## src/rtl/gray_sweep_pkg.sv

```systemverilog
// Shared types for the Gray-code hazard sweep sequencer.
package gray_sweep_pkg;

    typedef enum logic [1:0] {
        IDLE   = 2'd0,
        DWELL  = 2'd1,
        SAMPLE = 2'd2,
        DONE   = 2'd3
    } state_t;

    localparam int M_DEFAULT = 3;

endpackage

```

## src/rtl/gray_sweep_next.sv

```systemverilog
// Combinational M-bit Gray successor: Gray -> binary, +1, -> Gray, wrapping naturally.
module gray_next
    import gray_sweep_pkg::*;
#(
    parameter int M = M_DEFAULT
) (
    input  logic [M-1:0] gray,
    output logic [M-1:0] succ
);

    logic [M-1:0] bin;
    logic [M-1:0] bin_inc;

    always_comb begin
        // NOTE: every variable gets a default at the top of always_comb so no path leaves it unassigned (no latch).
        bin     = '0;
        bin_inc = '0;
        succ    = '0;
        for (int i = 0; i < M; i++) begin
            bin[i] = ^(gray >> i);
        end
        bin_inc = bin + M'(1);
        succ    = bin_inc ^ (bin_inc >> 1);
    end

endmodule

```

## src/rtl/gray_sweep_ctrl.sv

```systemverilog
// Gray-code hazard sweep sequencer: steps codes, dwells, samples hazard_in, reports results.
// Define HAZARD_STOP_EN to end the sweep at the first sampled hazard.
module gray_sweep_ctrl
    import gray_sweep_pkg::*;
#(
    parameter int M  = M_DEFAULT,
    parameter int SW = M + 1,
    parameter int DW = 4,
    parameter int CW = 4
) (
    input  logic          clk,
    input  logic          rst_n,
    input  logic          start,
    input  logic          abort,
    input  logic [SW-1:0] step_count,
    input  logic [DW-1:0] dwell,
    input  logic          hazard_in,
    output logic [M-1:0]  gray_code,
    output logic          gray_valid,
    output logic          busy,
    output logic          done,
    output logic          hazard_seen,
    output logic [M-1:0]  hazard_code,
    output logic [CW-1:0] hazard_cnt
);

`ifdef HAZARD_STOP_EN
    localparam bit STOP_ON_HAZARD = 1'b1;
`else
    localparam bit STOP_ON_HAZARD = 1'b0;
`endif

    state_t        state;
    logic [SW-1:0] step_q;
    logic [SW-1:0] step_cnt;
    logic [DW-1:0] dwell_q;
    logic [DW-1:0] dwell_cnt;
    logic [M-1:0]  gray_succ;
    logic [SW-1:0] step_nxt;
    logic          last_sample;

    gray_next #(.M(M)) u_next (
        .gray (gray_code),
        .succ (gray_succ)
    );

    assign step_nxt    = step_cnt + SW'(1);
    assign last_sample = (step_nxt == step_q) || (STOP_ON_HAZARD && hazard_in);

    // NOTE: sequential state uses non-blocking assignments so every register sees pre-edge values.
    always_ff @(posedge clk or negedge rst_n) begin
        if (!rst_n) begin
            state       <= IDLE;
            step_q      <= '0;
            step_cnt    <= '0;
            dwell_q     <= '0;
            dwell_cnt   <= '0;
            gray_code   <= '0;
            gray_valid  <= 1'b0;
            busy        <= 1'b0;
            done        <= 1'b0;
            hazard_seen <= 1'b0;
            hazard_code <= '0;
            hazard_cnt  <= '0;
        end else begin
            gray_valid <= 1'b0;
            done       <= 1'b0;
            case (state)
                IDLE: begin
                    if (start && !abort && step_count != '0) begin
                        state       <= DWELL;
                        busy        <= 1'b1;
                        gray_code   <= '0;
                        step_q      <= step_count;
                        step_cnt    <= '0;
                        dwell_q     <= dwell;
                        dwell_cnt   <= dwell;
                        hazard_seen <= 1'b0;
                        hazard_code <= '0;
                        hazard_cnt  <= '0;
                    end
                end
                DWELL: begin
                    if (abort) begin
                        state <= IDLE;
                        busy  <= 1'b0;
                    end else if (dwell_cnt == '0) begin
                        state      <= SAMPLE;
                        gray_valid <= 1'b1;
                    end else begin
                        dwell_cnt <= dwell_cnt - DW'(1);
                    end
                end
                SAMPLE: begin
                    if (abort) begin
                        state <= IDLE;
                        busy  <= 1'b0;
                    end else begin
                        if (hazard_in) begin
                            if (hazard_cnt != '1) hazard_cnt <= hazard_cnt + CW'(1);
                            if (!hazard_seen) begin
                                hazard_seen <= 1'b1;
                                hazard_code <= gray_code;
                            end
                        end
                        step_cnt <= step_nxt;
                        if (last_sample) begin
                            state <= DONE;
                            done  <= 1'b1;
                        end else begin
                            state     <= DWELL;
                            gray_code <= gray_succ;
                            dwell_cnt <= dwell_q;
                        end
                    end
                end
                DONE: begin
                    state <= IDLE;
                    busy  <= 1'b0;
                end
                default: begin
                    state <= IDLE;
                    busy  <= 1'b0;
                end
            endcase
        end
    end

endmodule

```

## config.mk

```make
export PLATFORM = sky130hd
export DESIGN_NAME = gray_sweep_ctrl
export DESIGN_NICKNAME = d
export VERILOG_FILES = /design/src/rtl/gray_sweep_pkg.sv /design/src/rtl/gray_sweep_next.sv /design/src/rtl/gray_sweep_ctrl.sv
export SDC_FILE = /design/constraint.sdc
export NUM_CORES = 1
export LEC_CHECK = 0
export CORE_UTILIZATION = 29
export DETAILED_ROUTE_END_ITERATION = 10
export PLACE_DENSITY_LB_ADDON = 0.25
export RECOVER_POWER = 50
export SYNTH_ARGS = -nofsm -noshare
export SYNTH_HDL_FRONTEND = slang
export SYNTH_SLANG_ARGS = --single-unit
```

## constraint.sdc

```tcl
create_clock -name clk -period 6 [get_ports clk]
set_clock_uncertainty 0.15 [all_clocks]
set_input_delay 1.5 -clock clk [delete_from_list [all_inputs] [get_ports clk]]
set_output_delay 1.5 -clock clk [all_outputs]
set_load 0.1 [all_outputs]
```

==> results of run 1 <==
==> cell usage after synthesis (5+ instances only) <==
cell | instances | area, µm²
xor2_1 | 5 | 43.79
a22oi_1 | 6 | 45.04
nand2_1 | 14 | 52.55
a21oi_1 | 7 | 35.03
nor2_1 | 16 | 60.06
nand3_1 | 7 | 35.03
ha_1 | 7 | 87.58
dfrtp_1 | 32 | 800.8
nor3_1 | 5 | 25.02
o21ai_0 | 11 | 55.05
inv_1 | 9 | 33.78
mux2_2 | 9 | 101.4
==> registers in the layout, indices dropped and copies added (netlist names) <==
| signal | count |
|---|---|
| hazard_seen | 1 |
| hazard_code | 3 |
| step_q | 4 |
| hazard_cnt | 4 |
| dwell_q | 4 |
| step_cnt | 4 |
| gray_code | 3 |
| done | 1 |
| state | 2 |
| gray_valid | 1 |
| busy | 1 |
| dwell_cnt | 4 |
==> cell type report <==
class | count | area share [%]
flip-flops and latches | 32 | 37.04
multi-input cells | 124 | 40.57
clock buffers | 7 | 4.456
inverters | 9 | 1.563
well taps | 72 | 4.167
repair buffers | 27 | 12.21
==> cell families after synthesis <==
group	count (synthesis)	share of synthesized area [%]
and+or+nand+nor	54	14.82
AOI/OAI and AO/OA	40	16.83
DFF	32	46.04
muxes	13	8.705
buffers and inverters	12	2.662
xor gates and xnor gates	10	5.899
adders and majority gates	7	5.036
==> layout by cell type (no fill, tap or decap) <==
master | Yosys | routed
o31ai_1 | 3 | 3
or3_1 | 1 | 1
o41ai_1 | 2 | 2
a21oi_1 | 7 | 7
o31a_1 | 1 | 1
nand2b_1 | 3 | 3
a22o_1 | 2 | 2
dlygate4sd3_1 | 0 | 3
clkbuf_8 | 0 | 7
mux2_4 | 2 | 2
clkdlybuf4s50_1 | 0 | 23
xor2_1 | 5 | 5
clkbuf_1 | 2 | 1
a31oi_1 | 2 | 3
dfrtp_1 | 32 | 32
mux2i_1 | 2 | 2
nor2_1 | 16 | 16
a22o_2 | 1 | 1
nor3_1 | 5 | 5
or4_1 | 1 | 1
inv_1 | 9 | 9
o21a_1 | 1 | 1
a22oi_1 | 6 | 6
nor4_1 | 3 | 3
xnor2_2 | 2 | 2
nand2_1 | 14 | 14
a21o_1 | 1 | 1
mux2_2 | 9 | 9
or3b_2 | 1 | 1
nand4b_1 | 1 | 1
nor4b_1 | 1 | 1
a2111oi_4 | 1 | 1
xnor2_1 | 3 | 3
ha_1 | 7 | 7
nand3_1 | 7 | 7
o21ai_0 | 11 | 12
nand3b_1 | 1 | 1
==> critical path: stages <==
cell and delay, ns:
dlygate4sd3_1 0.56, or4_1 0.56, a31oi_1 0.76, a2111oi_4 0.15, mux2_4 0.34
==> worst max path at each step <==
stage / start / to / slack [ns] / cells after the start
after floorplan: step_count[1] / dwell_cnt[2] / 2.92 / 4
after global placement: abort / dwell_cnt[2] / 2.24 / 6
after detailed placement: abort / dwell_cnt[2] / 2.25 / 6
after CTS: gray_code[2] / gray_code[2] / 2.40 / 1
after global routing: step_count[1] / dwell_cnt[2] / 2.08 / 5
final: step_count[1] / dwell_cnt[2] / 2.15 / 5
==> metal layers <==
layer | vias up | GRT usage, % | routed length (µm)
li1 | 670 | - | -
met1 | 638 | 17.99 | 1811
met2 | 39 | 18.80 | 1628
met3 | 7 | 3.543 | 197
met4 | 0 | 6.364 | 85
met5 | - | 0 | 0
==> through the flow <==
step                setup slack, ns  utilization [%]
floorplan                     2.919                -
global placement              2.238            36.95
detailed placement            2.248            36.95
CTS                           2.398            38.66
global route                  2.078            38.32
finish                        2.151            38.32
==> power groups by stage <==
stage                     registers (W)  clock network (W)  logic [W]
after floorplan                0.000446                  0   0.000330
after global placement         0.000347                  0   0.000547
after detailed placement       0.000349                  0   0.000553
after CTS                      0.000345           0.000185   0.000555
after global routing           0.000355           0.000195   0.000594
final                          0.000344           0.000179   0.000544
==> run metrics, run 1 <==
worst skew pair latency approximately 0.28 ns; mapped cell area 1739 µm²; worst path arrival time approximately 3.9 ns; first-pass GRT wire length about 6200 µm; Post-Route Setup TNS 0 ns; Final #Nets between 200 and 250; Clock Tree Root clkbuf_8; ys async rst share 100.0%; Hold Crit Start dwell_q[1]; placed cell count about 260; Synth Net Count roughly 190; Resized cells post-CTS 0; Final Cycle Share 64.16%; routed length per instance between 10 and 15 µm; Slew Limit Fails 33; initial core utilization between 30% and 40%; die footprint roughly 6300 µm²; filler instances ~550; P_sw approximately 0.00047 W; total power between 0.001 and 0.0015 W; final hold viol count 0; Comb power frac between 50 and 60%; Worst R2R Start state[0]; Int Power between 0.0005 and 0.0006 W; sw frac between 40% and 50%; Ports 27; pwr dens between 400 and 500 nW/µm²; outcome complete, but fails checks; Via density 4.996; share of post-route cells with drive strength above 1 between 10 and 15%; Reg area 800.8 µm²; CTS buffer count 5; antenna viol nets, final 0; EDFF count, synth 0; DPL Wire Length about 2700 µm; Pre-antenna DRT Iters 4; Mapped Cells ~170; Max rail drop VDD around 190 µV; Reg power frac around a third; CTS sink count 32; hold path endpoint dwell_q[1]; antenna cells 0; slew at the pin closest to its max-slew limit roughly 1.7 ns; RSZ-0062 raised after global routing no; reg2reg path depth 6; failing checks max-capacitance violations, max-slew violations; kind of critical path input pin to flip-flop; number of antenna violations at the first check in global routing 0; row cnt 27; FF-to-FF End gray_code[2]; Syn-to-layout area delta 24.32%; vias in the first global route approximately 1,300; aggregate global routing overflow 0; Post-CTS Setup Bufs 0; fin crit period roughly 3.8 ns; CP Launch Type input pin; Finish-stage setup viols 0; htree depth 2; Final Cell Area roughly 2200 µm²; die width 79.44 µm; area of the multi-input gates about 880 µm²; Hold-fix buffers, CTS 0; Core Area between 5000 and 6000 µm²; largest net degree at the start of global routing 33; worst min path class flip-flop to flip-flop; Synth Area per Inst slightly above 10 µm²; FF+latch count, synth 32; CTS Buffer Depth 2; slew margin rel. -14.63%; Fin Hold WS about 0.36 ns; clock slew at reported path FFs around 0.060 ns; Global Route Usage Sum 13.09%; nature of the critical path endpoint flip-flop; Detailed Route WL about 3700 µm; Port Buffer Count 26; drt drc 0; top_reg_cell synth dfrtp_1; DR iter-0 viols 58; post-route insts no fill around 270; Unique masters post-synth 37; register area share after synthesis between 40% and 50%; GP Congestion 0.7627; Max Fanout on Critical Path 9; Hold Path Depth 1; clock share of power between 15 and 20%; total number of vias approximately 1,400; MaxCap Viol Count 1; CTS tree built; required time at the worst-slack endpoint between 6 and 7 ns; chip height a little under 80 µm; Ys Warns 0; static leakage about 0.91 nW; R2R Setup Slk between 3 and 4 ns; Max Freq 0.2598 GHz; area post-placement ~2100 µm²
No activity file was read; power rests on OpenSTA's default activity.
==> inputs of run 2 (changes only) <==
Clock period 6 ns to 3.25 ns, I/O delays scaled along.
==> run 2 against run 1 <==
  * The flow still finishes with violations (max-capacitance violations, max-slew violations)
  * Final area fell by 2.4%
  * Critical path type unchanged
  * Critical endpoint is now dwell_cnt[3]
  * Cell count up 0.37%
  * Non-clock buffer count grew 3
  * Count of clock-buffer cells in the layout is 2 lower
  * Clock power is 50% higher
  * Combinational power up 84%
  * Flip-flop and latch count stayed put
  * Routed wire length decreased by 1.6%
  * Hold slack got worse by 0.00067 ns
  * Register-to-register slack worse by 2.7 ns
  * Critical path depth unchanged
==> run metrics, run 2 (synthesis results as in run 1) <==
outcome complete, but fails checks; failing checks max-capacitance violations, max-slew violations; antenna cells 0; Slew Limit Fails 33; htree depth 2; Resized cells post-CTS 0; die footprint ~6300 µm²; drt drc 0; CTS Buffer Depth 2; Int Power about 0.0010 W; Final #Nets 222; Syn-to-layout area delta 21.37%; final core occ ~37%; filler instances 582; DPL Wire Length ~2700 µm; RSZ-0062 raised after global routing no; most frequent cells in the layout dfrtp_1, nor2_1, nand2_1, clkdlybuf4s50_1, o21ai_0; CTS sink count 32; Detailed Route WL between 3000 and 4000 µm; row cnt 27; Max Freq 0.3742 GHz; CTS buffer count 5; Port Buffer Count 26; die width between 70 and 80 µm; Clock Tree Root clkbuf_8; GP Congestion about 0.72; Final Cycle Share between 80 and 90%; routed length per instance approximately 13 µm; Pre-antenna DRT Iters 4; Fin Hold WS roughly 0.36 ns; Comb power frac a little over half; worst min path class flip-flop to flip-flop; Setup WS post-layout about 0.58 ns; vias in the first global route about 1,300; Core Area ~5600 µm²; P_sw 0.0008558 W; aggregate global routing overflow 0; final hold viol count 0; initial core utilization roughly 30%; Max rail drop VDD roughly 380 µV; Max Fanout on Critical Path 9; static leakage around 0.91 nW; DR iter-0 viols 51; worst skew pair latency 0.28 ns; worst path arrival time approximately 2.7 ns; fin crit period about 2.7 ns; required time at the worst-slack endpoint around 3.3 ns; Reg area about 800 µm²; clock share of power between 10 and 15%; Via density approximately 5; pwr dens about 900 nW/µm²; Hold-fix buffers, CTS 0; chip height 79.44 µm; share of post-route cells with drive strength above 1 between 10% and 20%; Reg power frac around 33%; dpl ws approximately 0.29 ns; CTS tree built; number of antenna violations at the first check in global routing 0; Ports 27; total number of vias ~1,300; largest net degree at the start of global routing 33; clock slew at reported path FFs about 0.06 ns; antenna viol nets, final 0; sw frac between 40% and 50%; Finish-stage setup viols 0; nature of the critical path endpoint flip-flop; kind of critical path input pin to flip-flop; Global Route Usage Sum between 10% and 20%; CP Launch Type input pin; Post-CTS Setup Bufs 0; slew at the pin closest to its max-slew limit about 1.7 ns; slew margin rel. -16.31%; area of the multi-input gates 892.1 µm²; first-pass GRT wire length approximately 6300 µm; Post-Route Setup TNS 0 ns; commonest non-fill, non-tap cell in the layout dfrtp_1; MaxCap Viol Count 1
run 2: path summary, 6_finish.rpt:
path | end | cells past startpoint | slack, ns | start
max | dwell_cnt[3] | 5 | 0.58 | abort
min | dwell_q[1] | 1 | 0.36 | dwell_q[1]
max reg2reg | gray_code[2] | 6 | 0.63 | state[0]
min reg2reg | dwell_q[1] | 1 | 0.36 | dwell_q[1]
max in group asynchronous | dwell_q[0] | 2 | 0.64 | rst_n
min in group asynchronous | step_cnt[0] | 2 | 1.31 | rst_n
run 2: cell type report:
class	instances	share of cell area, %
sequential	32	37.94
timing repair buffer	30	10.67
tap	72	4.268
inverter	9	1.600
clock buffer	5	3.260
multi-input combinational	124	42.26
run 2: layer usage:
layer,wire length (µm),global-route usage [%],up-vias,share of wire (%)
met5,0,0,-,0
met4,83,7.091,0,2.3
met3,159,3.543,5,4.3
met2,1619,19.74,30,44
met1,1799,17.85,638,49
li1,-,-,673,-
run 2: stage by stage:
stage	area, µm²	instances	power [W]
3_5_place_dp	2072	267	0.001663
3_3_place_gp	2072	267	0.001657
5_1_grt	2111	272	0.002062
2_1_floorplan	1739	168	0.001432
4_1_cts	2141	272	0.001940
6_report	2111	272	0.001903
run 2: power groups by stage:
| stage | Combinational [W] | Clock (W) | Sequential [W] |
|---|---|---|---|
| 2_1_floorplan | 0.000609 | 0 | 0.000824 |
| 3_3_place_gp | 0.00102 | 0 | 0.000641 |
| 3_5_place_dp | 0.00102 | 0 | 0.000641 |
| 4_1_cts | 0.00103 | 0.000281 | 0.000634 |
| 5_1_grt | 0.00112 | 0.000296 | 0.000649 |
| 6_report | 0.00100 | 0.000268 | 0.000632 |
run 2: worst max-delay path, stage by stage:
cell	delay, ns
clkdlybuf4s50_1	0.56
inv_1	0.26
a31oi_4	0.19
a2111oi_4	0.52
mux2_4	0.34
==> inputs of run 3 (changes only) <==
Clock period 3.25 ns to 2.5 ns, I/O delays scaled along.
==> run 3 against run 2 <==
  * The run now ends clean
  * Clock power up 100%
  * Hold slack worse by 0.0025 ns
  * Count of clock-buffer cells in the layout up 2
  * Global-route usage about the same
  * Sequential power up 31%
  * Setup slack worse by 0.41 ns
  * Final area up 8.9%
  * Combinational power up 40%
  * Cell count up 6.6%
  * Core utilization up 3.3 points
  * Routed wire length up 1.4%
  * Flip-flop and latch count unchanged
==> run metrics, run 3 (synthesis results as in run 1) <==
largest net degree at the start of global routing 33; Port Buffer Count 26; fin crit period roughly 2.3 ns; Via density approximately 4.8; Clock Tree Root clkbuf_8; share of post-route cells with drive strength above 1 a little over a quarter; Final Cell Area ~2300 µm²; nature of the critical path endpoint flip-flop; Post-Route Setup TNS 0 ns; chip height a little under 80 µm; Fin Hold WS between 0.3 and 0.4 ns; CTS sink count 32; initial core utilization 30.83%; aggregate global routing overflow 0; Final #Nets 237; CP Launch Type input pin; Global Route Usage Sum 13.40%; worst path arrival time 2.35 ns; clock slew at reported path FFs 0.07 ns; Max rail drop VDD 445.8 µV; total power ~0.0028 W; outcome complete, no violations; static leakage 1.043 nW; CP max stage delay 0.56 ns; Worst Path Buf+Inv 3; worst min path class flip-flop to flip-flop; CTS Buffer Depth 2; most frequent cells in the layout dfrtp_1, buf_4, nor2_1, nand2_1; antenna viol nets, final 0; total number of vias about 1,400; row cnt 27; RSZ-0062 raised after global routing no; Final Cycle Share 93.43%; Finish-stage setup viols 0; drt drc 0; pwr dens 1202 nW/µm²; CTS buffer count 5; slew at the pin closest to its max-slew limit ~0.78 ns; CP most frequent cell buf_4; Slew Limit Fails 0; Ports 27; DR iter-0 viols just over 40; commonest non-fill, non-tap cell in the layout dfrtp_1; antenna cells 0; Detailed Route WL 3711 µm; Pre-antenna DRT Iters 6; number of antenna violations at the first check in global routing 0; area post-placement between 2000 and 2500 µm²; worst skew pair latency between 0.2 and 0.3 ns; Syn-to-layout area delta 32.16%; die width between 70 and 80 µm; largest delay contributor family on the critical path buffers and inverters; Max Freq about 0.43 GHz; MaxCap Viol Count 0; htree depth 2; Cell Chain, Critical Path clkdlybuf4s50_1 -> buf_4 -> nor4_1 -> buf_4 -> nor2_1 -> mux2_2; final core occ 40.74%; slew margin rel. approximately 48%; Post-CTS Setup Bufs 0; CTS tree built; GP Congestion approximately 0.75; kind of critical path input pin to flip-flop; die footprint 6311 µm²; routed length per instance about 13 µm; required time at the worst-slack endpoint 2.52 ns; Max Fanout on Critical Path 8; Slowest-stage cell, CP nor2_1; Core Area roughly 5600 µm²; first-pass GRT wire length about 6400 µm; DPL Wire Length between 2000 and 3000 µm; vias in the first global route 1,390; Hold-fix buffers, CTS 0; final hold viol count 0
-- run 3: cell count changes in the layout (fill, tap and decap cells not counted), sizes merged --
cell / before / now
clkbuf: 13 / 14
clkdlybuf4s50: 12 / 11
bufinv: 0 / 1
dlygate4sd3: 0 / 1
buf: 10 / 26
-- run 3: area by class of cell --
type / instances / area (µm²)
multi-input cells: 124 / 897.1
clock buffers: 7 / 96.34
clock inverters: 1 / 30.03
inverters: 9 / 33.78
well taps: 72 / 90.09
fillers: 551 / 3343
repair buffers: 45 / 350.3
flip-flops and latches: 32 / 800.8
-- run 3: path summary, 6_finish.rpt --
kind	depth (start not counted)	endpoint	slack [ns]	from
worst min-delay path	2	hazard_code[1]	0.35	hazard_code[1]
max in group asynchronous	2	step_cnt[1]	0.92	rst_n
min in group asynchronous	2	hazard_cnt[3]	0.79	rst_n
worst max-delay path	6	dwell_q[1]	0.16	step_count[3]
worst min register to register	2	hazard_code[1]	0.35	hazard_code[1]
worst max register to register	6	dwell_cnt[2]	0.26	step_cnt[0]
-- run 3: what timing repair did --
| action | in CTS | in global routing |
|---|---|---|
| endpoints found under the hold margin | 0 | 0 |
| endpoints found under the setup margin | 0 | 2 |
| gates resized for setup | 0 | 1 |
-- run 3: layer usage --
| metal | track usage (%) | vias to the layer above | part of all wire (%) |
|---|---|---|---|
| li1 | - | 705 | - |
| met1 | 17.38 | 637 | 49 |
| met2 | 20.51 | 35 | 45 |
| met3 | 3.886 | 2 | 5.0 |
| met4 | 6.000 | 0 | 0.94 |
| met5 | 0 | - | 0 |
-- run 3: metrics by stage --
| step | setup slack [ns] | std cells |
|---|---|---|
| 5_1_grt | 0.03780 | 290 |
| 4_1_cts | 0.1358 | 290 |
| 2_1_floorplan | 0.2939 | 168 |
| 6_report | 0.1643 | 290 |
| 3_3_place_gp | -0.1549 | 282 |
| 3_5_place_dp | -0.1671 | 282 |
-- run 3: where the power goes --
| group | leakage (nW) | internal [W] | total [W] | switching (W) |
|---|---|---|---|---|
| Clock | 0.0645 | 0.000352 | 0.000541 | 0.000190 |
| Sequential | 0.415 | 0.000687 | 0.000826 | 0.000139 |
| Combinational | 0.564 | 0.000569 | 0.00140 | 0.000827 |
| Total | 1.04 | 0.00161 | 0.00276 | 0.00116 |
-- run 3: worst reg2reg max path: stages (launching register included) --
cell       delay [ns]
dfrtp_1          0.42
ha_1             0.34
xnor2_1          0.17
nand3_1          0.16
nor3_1           0.44
a2111oi_4        0.13
mux2_4           0.32
